## config.mk

```make
export PLATFORM = sky130hd
export DESIGN_NAME = data_mem_arbiter_flat
export DESIGN_NICKNAME = d
export VERILOG_FILES = /design/src/rtl/data_mem_arbiter_pkg.sv /design/src/rtl/data_mem_arbiter_if.sv /design/src/rtl/data_mem_arbiter_rr_pick2.sv /design/src/rtl/data_mem_arbiter.sv /design/src/flat_wrapper.sv
export SDC_FILE = /design/constraint.sdc
export NUM_CORES = 1
export LEC_CHECK = 0
export CORE_AREA = 2 2 88 56
export DETAILED_ROUTE_END_ITERATION = 16
export DIE_AREA = 0 0 90 58
export PLACE_DENSITY_LB_ADDON = 0.15
export SLEW_MARGIN = 20
export SYNTH_ARGS = -nofsm -noshare
export SYNTH_HDL_FRONTEND = slang
export SYNTH_SLANG_ARGS = --single-unit
```

## constraint.sdc

```tcl
create_clock -name clock -period 2.5 [get_ports clock]
set_clock_uncertainty 0.15 [all_clocks]
set_input_delay 0.75 -clock clock [delete_from_list [all_inputs] [get_ports clock]]
set_output_delay 0.75 -clock clock [all_outputs]
set_load 0.01 [all_outputs]
```

## src/rtl/data_mem_arbiter_pkg.sv

```systemverilog
// Shared types and constants for the two-port data memory arbiter.
package data_mem_arbiter_pkg;

  localparam int ADDR_W_DEF = 8;
  localparam int DATA_W_DEF = 8;

  typedef enum logic [1:0] {
    IDLE   = 2'd0,
    ACCESS = 2'd1,
    RESP   = 2'd2
  } state_t;

  localparam logic PORT0 = 1'b0;
  localparam logic PORT1 = 1'b1;

endpackage

```

## src/rtl/data_mem_arbiter_if.sv

```systemverilog
// Requester handshakes plus the memory-side bus, seen from the arbiter (slave)
// and from the environment that holds the requesters and the memory (master).
interface data_mem_arbiter_if
  import data_mem_arbiter_pkg::*;
#(
  parameter int ADDR_W = ADDR_W_DEF,
  parameter int DATA_W = DATA_W_DEF
);
  logic              req0;
  logic              req1;
  logic              we0;
  logic              we1;
  logic [ADDR_W-1:0] addr0;
  logic [ADDR_W-1:0] addr1;
  logic [DATA_W-1:0] wdata0;
  logic [DATA_W-1:0] wdata1;
  logic              ack0;
  logic              ack1;
  logic [DATA_W-1:0] rdata0;
  logic [DATA_W-1:0] rdata1;
  logic              mem_write;
  logic [ADDR_W-1:0] mem_address;
  logic [DATA_W-1:0] mem_data;
  logic [DATA_W-1:0] mem_out;
  logic              busy;

  modport slave (
    input  req0, req1, we0, we1, addr0, addr1, wdata0, wdata1, mem_out,
    output ack0, ack1, rdata0, rdata1, mem_write, mem_address, mem_data, busy
  );

  modport master (
    output req0, req1, we0, we1, addr0, addr1, wdata0, wdata1, mem_out,
    input  ack0, ack1, rdata0, rdata1, mem_write, mem_address, mem_data, busy
  );

endinterface

```

## src/rtl/data_mem_arbiter_rr_pick2.sv

```systemverilog
// Two-way combinational picker: single requester wins outright, ties go
// round-robin (away from last_grant) or to port 0 when rr_en is low.
module rr_pick2
  import data_mem_arbiter_pkg::*;
(
  input  logic req0,
  input  logic req1,
  input  logic last_grant,
  input  logic rr_en,
  output logic grant_valid,
  output logic grant_id
);

  always_comb begin
    grant_valid = req0 | req1;
    grant_id    = PORT0;
    if (req0 && req1) begin
      grant_id = rr_en ? ~last_grant : PORT0;
    end else if (req1) begin
      grant_id = PORT1;
    end
  end

endmodule

```

## src/rtl/data_mem_arbiter.sv

```systemverilog
// Shares one single-port data memory between two req/ack requesters:
// IDLE -> ACCESS -> RESP, one access every three cycles.
module data_mem_arbiter
  import data_mem_arbiter_pkg::*;
#(
  parameter int ADDR_W = ADDR_W_DEF,
  parameter int DATA_W = DATA_W_DEF,
  parameter int RR_EN  = 1
)
(
  input  logic              clock,
  input  logic              reset_n,
  data_mem_arbiter_if.slave bus
);

  localparam logic RR_BIT = (RR_EN != 0);

  state_t            state;
  logic              last_grant;
  logic              we_reg;
  logic [ADDR_W-1:0] addr_reg;
  logic [DATA_W-1:0] wdata_reg;
  logic              ack0_reg;
  logic              ack1_reg;
  logic              busy_reg;
  logic [DATA_W-1:0] rdata0_reg;
  logic [DATA_W-1:0] rdata1_reg;
  logic              grant_valid;
  logic              grant_id;

  rr_pick2 u_pick (
    .req0        (bus.req0),
    .req1        (bus.req1),
    .last_grant  (last_grant),
    .rr_en       (RR_BIT),
    .grant_valid (grant_valid),
    .grant_id    (grant_id)
  );

  // last_grant doubles as the owner of the access in flight during ACCESS/RESP.
  always_ff @(posedge clock or negedge reset_n) begin
    if (!reset_n) begin
      state      <= IDLE;
      last_grant <= PORT1;
      we_reg     <= 1'b0;
      addr_reg   <= '0;
      wdata_reg  <= '0;
      ack0_reg   <= 1'b0;
      ack1_reg   <= 1'b0;
      busy_reg   <= 1'b0;
      rdata0_reg <= '0;
      rdata1_reg <= '0;
    end else begin
      ack0_reg <= 1'b0;
      ack1_reg <= 1'b0;
      case (state)
        IDLE: begin
          if (grant_valid) begin
            last_grant <= grant_id;
            we_reg     <= (grant_id == PORT1) ? bus.we1    : bus.we0;
            addr_reg   <= (grant_id == PORT1) ? bus.addr1  : bus.addr0;
            wdata_reg  <= (grant_id == PORT1) ? bus.wdata1 : bus.wdata0;
            busy_reg   <= 1'b1;
            state      <= ACCESS;
          end
        end
        ACCESS: begin
          if (!we_reg) begin
            if (last_grant == PORT1) rdata1_reg <= bus.mem_out;
            else                     rdata0_reg <= bus.mem_out;
          end
          ack0_reg <= (last_grant == PORT0);
          ack1_reg <= (last_grant == PORT1);
          state    <= RESP;
        end
        RESP: begin
          busy_reg <= 1'b0;
          state    <= IDLE;
        end
        default: begin
          busy_reg <= 1'b0;
          state    <= IDLE;
        end
      endcase
    end
  end

  // Decoded from state so an asynchronous reset withdraws a write at once.
  assign bus.mem_write   = (state == ACCESS) && we_reg;
  assign bus.mem_address = addr_reg;
  assign bus.mem_data    = wdata_reg;
  assign bus.ack0        = ack0_reg;
  assign bus.ack1        = ack1_reg;
  assign bus.rdata0      = rdata0_reg;
  assign bus.rdata1      = rdata1_reg;
  assign bus.busy        = busy_reg;

endmodule

```

## src/flat_wrapper.sv

```systemverilog
// flat-port wrapper written by rule: the top's interface ports become plain ports
module data_mem_arbiter_flat import data_mem_arbiter_pkg::*;
#(
  parameter int ADDR_W = ADDR_W_DEF,
  parameter int DATA_W = DATA_W_DEF,
  parameter int RR_EN  = 1
)
  (clock, reset_n, bus_req0, bus_req1, bus_we0, bus_we1, bus_addr0, bus_addr1, bus_wdata0, bus_wdata1, bus_mem_out, bus_ack0, bus_ack1, bus_rdata0, bus_rdata1, bus_mem_write, bus_mem_address, bus_mem_data, bus_busy);
  data_mem_arbiter_if #(.ADDR_W(ADDR_W), .DATA_W(DATA_W)) bus_i ();
  input  logic clock;
  input  logic reset_n;
  input wire logic [$bits(bus_i.req0)-1:0] bus_req0;
  input wire logic [$bits(bus_i.req1)-1:0] bus_req1;
  input wire logic [$bits(bus_i.we0)-1:0] bus_we0;
  input wire logic [$bits(bus_i.we1)-1:0] bus_we1;
  input wire logic [$bits(bus_i.addr0)-1:0] bus_addr0;
  input wire logic [$bits(bus_i.addr1)-1:0] bus_addr1;
  input wire logic [$bits(bus_i.wdata0)-1:0] bus_wdata0;
  input wire logic [$bits(bus_i.wdata1)-1:0] bus_wdata1;
  input wire logic [$bits(bus_i.mem_out)-1:0] bus_mem_out;
  output wire logic [$bits(bus_i.ack0)-1:0] bus_ack0;
  output wire logic [$bits(bus_i.ack1)-1:0] bus_ack1;
  output wire logic [$bits(bus_i.rdata0)-1:0] bus_rdata0;
  output wire logic [$bits(bus_i.rdata1)-1:0] bus_rdata1;
  output wire logic [$bits(bus_i.mem_write)-1:0] bus_mem_write;
  output wire logic [$bits(bus_i.mem_address)-1:0] bus_mem_address;
  output wire logic [$bits(bus_i.mem_data)-1:0] bus_mem_data;
  output wire logic [$bits(bus_i.busy)-1:0] bus_busy;
  assign bus_i.req0 = bus_req0;
  assign bus_i.req1 = bus_req1;
  assign bus_i.we0 = bus_we0;
  assign bus_i.we1 = bus_we1;
  assign bus_i.addr0 = bus_addr0;
  assign bus_i.addr1 = bus_addr1;
  assign bus_i.wdata0 = bus_wdata0;
  assign bus_i.wdata1 = bus_wdata1;
  assign bus_i.mem_out = bus_mem_out;
  assign bus_ack0 = bus_i.ack0;
  assign bus_ack1 = bus_i.ack1;
  assign bus_rdata0 = bus_i.rdata0;
  assign bus_rdata1 = bus_i.rdata1;
  assign bus_mem_write = bus_i.mem_write;
  assign bus_mem_address = bus_i.mem_address;
  assign bus_mem_data = bus_i.mem_data;
  assign bus_busy = bus_i.busy;
  data_mem_arbiter #(.ADDR_W(ADDR_W), .DATA_W(DATA_W), .RR_EN(RR_EN)) u_core (.clock(clock), .reset_n(reset_n), .bus(bus_i));
endmodule
```

==> impl_summary.txt <==
----------------------------------------------------
[Status]
  Status ... finished, final reports clean

[Clock tree]
  Num CTS Buffers ... 5
  Root cell of the clock tree ... sky130_fd_sc_hd__clkbuf_8
  Clock latency at the later pin of the worst-skew pair ... about 280 ps
  Maximum number of buffers from clock root to sink ... 2
  Clock-pin slew on the worst setup and hold paths ... ~70 ps
  Count of clock tree sinks ... 39
  CTS tree ... yes
  Number of levels the H-tree was split into ... 2
  Setup Buffers After CTS ... 0

[Power]
  Total power ... about 3.1 mW
  P_leak ... approximately 1.2 nW
  Maximum vdd drop ... 604 uV
  PD cells ... 1140 nW/um2

[Logic synthesis]
  Sequential-to-total area share from yosys stat ... about 56%
  Flip-flop and latch count after synthesis ... 39
  Number of different library cells in the post-synthesis netlist ... 16
  Netlist area before placement ... approximately 1700 um2
  Avg Synthesized Cell Area ... 16.2 um2
  Synthesized net count ... roughly 150
  Cell count after synthesis ... about 110
  Total number of yosys warnings ... 0

[Setup path]
  Slack of the worst reg-to-reg path ... about 720 ps
  FF-to-FF End ... u_core.bus.mem_data[1]
  R2R Path Start ... u_core.last_grant
  Data arrival time of the critical path ... 1370 ps
  Worst Reg2Reg Path Length in Cells ... 4
  Beginning of the critical path ... u_core.state[1]
  Maximum fanout count along the critical path ... 5
  Kind of start point of the critical path ... register
  Critical Path End Type ... output pin
  Category of the most critical setup path ... register to output pin
  Required time at the worst-slack endpoint ... between 1500 and 2000 ps
  Last element of the critical path ... bus_mem_write

[STA]
  RSZ-0062 raised after global routing ... no
  Crit path setup slack, layout ... ~230 ps
  Final count of hold timing violations ... 0
  Actual transition at the worst max-transition pin ... ~480 ps
  Number of setup violations in the final report ... 0
  TNS Setup ... 0 ps
  Part of the cycle the worst path needs ... 91.0%
  Fmax achieved ... ~0.44 GHz
  Minimum clock period after layout ... 2270 ps
  Max-slew violation total from the final report ... 0
  Worst relative slew slack ... just under 70%

[Layout]
  Area growth from synthesis to layout ... 58.4%
  Layout cell share with drive strength beyond 1 ... between 30% and 40%
  Number of fill cells in the layout ... 366
  Count of nets after finishing ... around 240
  Number of antenna cells inserted ... 0
  Commonest non-fill, non-tap cells in the layout ... sky130_fd_sc_hd__clkdlybuf4s50_1, sky130_fd_sc_hd__dfrtp_1, sky130_fd_sc_hd__mux2_2
  Most common cell after layout, fill and taps aside ... sky130_fd_sc_hd__clkdlybuf4s50_1

[Global route]
  Wire length of the first global-routing pass ... roughly 6.0 mm
  Final global-route overflow total ... 0
  Total Routing Usage GR ... between 10 and 15%
  Number of global-route vias before repair ... approximately 1300
  Initial antenna violation count ... 0
  Largest net degree at the start of global routing ... 40

[Run]
  Max-capacitance violation count ... 0

[Detailed routing]
  Vias/cell ... 4.52
  Total number of vias ... between 1000 and 1500
  Post-DRT Antenna Nets ... 0
  Wire length reported by the detailed router ... about 3.6 mm
  Routed WL per cell ... 13.8 um
  Count of routing violations after the opening detailed-route iteration ... 32
  Drt drc ... 0
  Number of detailed-routing iterations run before antenna repair ... 3

[Floorplanning]
  Die Y ... 58 um
  Overall die area ... roughly 5200 um2
  IO Pins ... 82
  Horiz. Die Dim ... 90 um
  Core outline area ... 4420 um2
  Standard-cell rows ... 19
  Initial core utilization ... between 30 and 40%

[Worst hold path]
  Class of the tightest hold or removal check ... register to register

[Placement]
  Port Buffers ... 81
  Last weighted congestion value of the routability-driven placer ... ~0.67
  Setup WS pre-CTS ... approximately 32 ps

----------------------------------------------------
==> what timing repair did <==
action | in CTS | in global routing
resized for setup | 2 | 0
endpoints found under the setup margin | 1 | 0
hold buffers | 0 | 0
==> per-layer routing <==
metal  up-vias  share of wire, %  routed length (um)  global-route usage, %
met4         0              0.80                  29                   5.27
li1        555                 -                   -                      -
met2        49                47                1710                   24.3
met1       577                43                1560                   18.3
met5         -                 0                   0                      0
met3         4               8.7                 316                   5.98
==> worst max-delay path, stage by stage (launching register included) <==
cell and delay, ps:
sky130_fd_sc_hd__dfrtp_1 400, sky130_fd_sc_hd__nand2b_2 230, sky130_fd_sc_hd__inv_1 80, sky130_fd_sc_hd__and2_1 120, sky130_fd_sc_hd__dlygate4sd2_1 270
==> kinds of logic (layout without fill, tap and decap cells) <==
| logic type | after synthesis | in the layout | synth area share (%) |
|---|---|---|---|
| buffers and inverters | 7 | 99 | 3.03 |
| DFF | 39 | 39 | 56.3 |
| and+or+nand+nor | 8 | 8 | 2.81 |
| muxes | 51 | 51 | 36.9 |
| AOI/OAI and AO/OA | 2 | 2 | 1.01 |
==> report_power, final <==
part	internal, mW	total (mW)	switching [mW]
combinational	1.01	1.53	0.524
clock	0.252	0.453	0.201
sequential	0.957	1.14	0.184
total	2.22	3.13	0.909
==> cells in the mapped netlist <==
| library cell | number | area [um2] |
|---|---|---|
| sky130_fd_sc_hd__buf_2 | 2 | 10.0 |
| sky130_fd_sc_hd__nor3_1 | 1 | 5.00 |
| sky130_fd_sc_hd__and2_1 | 1 | 6.26 |
| sky130_fd_sc_hd__a21o_1 | 1 | 7.51 |
| sky130_fd_sc_hd__a21bo_1 | 1 | 10.0 |
| sky130_fd_sc_hd__nor3_2 | 2 | 20.0 |
| sky130_fd_sc_hd__mux2_2 | 32 | 360 |
| sky130_fd_sc_hd__mux2i_1 | 1 | 10.0 |
| sky130_fd_sc_hd__dfrtp_1 | 38 | 951 |
| sky130_fd_sc_hd__nor2_1 | 3 | 11.3 |
| sky130_fd_sc_hd__buf_6 | 1 | 11.3 |
| sky130_fd_sc_hd__nand2b_1 | 1 | 6.26 |
| sky130_fd_sc_hd__dfstp_2 | 1 | 26.3 |
| sky130_fd_sc_hd__buf_12 | 1 | 20.0 |
| sky130_fd_sc_hd__inv_1 | 3 | 11.3 |
| sky130_fd_sc_hd__mux2_4 | 18 | 270 |
==> metrics by stage <==
step | hold slack (ps) | instance area (um2) | instances | util [%]
5_1_grt | 380 | 2750 | 262 | 62.2
3_3_place_gp | 317 | 2650 | 254 | 59.9
6_report | 337 | 2750 | 262 | 62.2
3_5_place_dp | 326 | 2650 | 254 | 59.9
4_1_cts | 343 | 2750 | 262 | 62.2
2_1_floorplan | 304 | 1740 | 107 | -
==> final cells by class <==
type                       count  area [um2]  area share (%)
clock buffer                   8         100            3.64
inverter                       3        11.3           0.409
multi-input combinational     61         714            26.0
sequential                    39         977            35.5
tap                           63        78.8            2.86
timing repair buffer          88         870            31.6
==> worst min-delay path by stage <==
stage | startpoint | slack (ps) | to | cells past startpoint
2_1_floorplan | reset_n | 300 | u_core.bus.ack0 | 0
3_3_place_gp | u_core.bus.busy | 320 | u_core.bus.busy | 1
3_5_place_dp | u_core.bus.busy | 330 | u_core.bus.busy | 1
4_1_cts | u_core.bus.busy | 340 | u_core.bus.busy | 1
5_1_grt | u_core.bus.mem_data[1] | 380 | u_core.bus.mem_data[1] | 1
6_report | u_core.bus.busy | 340 | u_core.bus.busy | 1
Power figures use the tool's default switching activity.
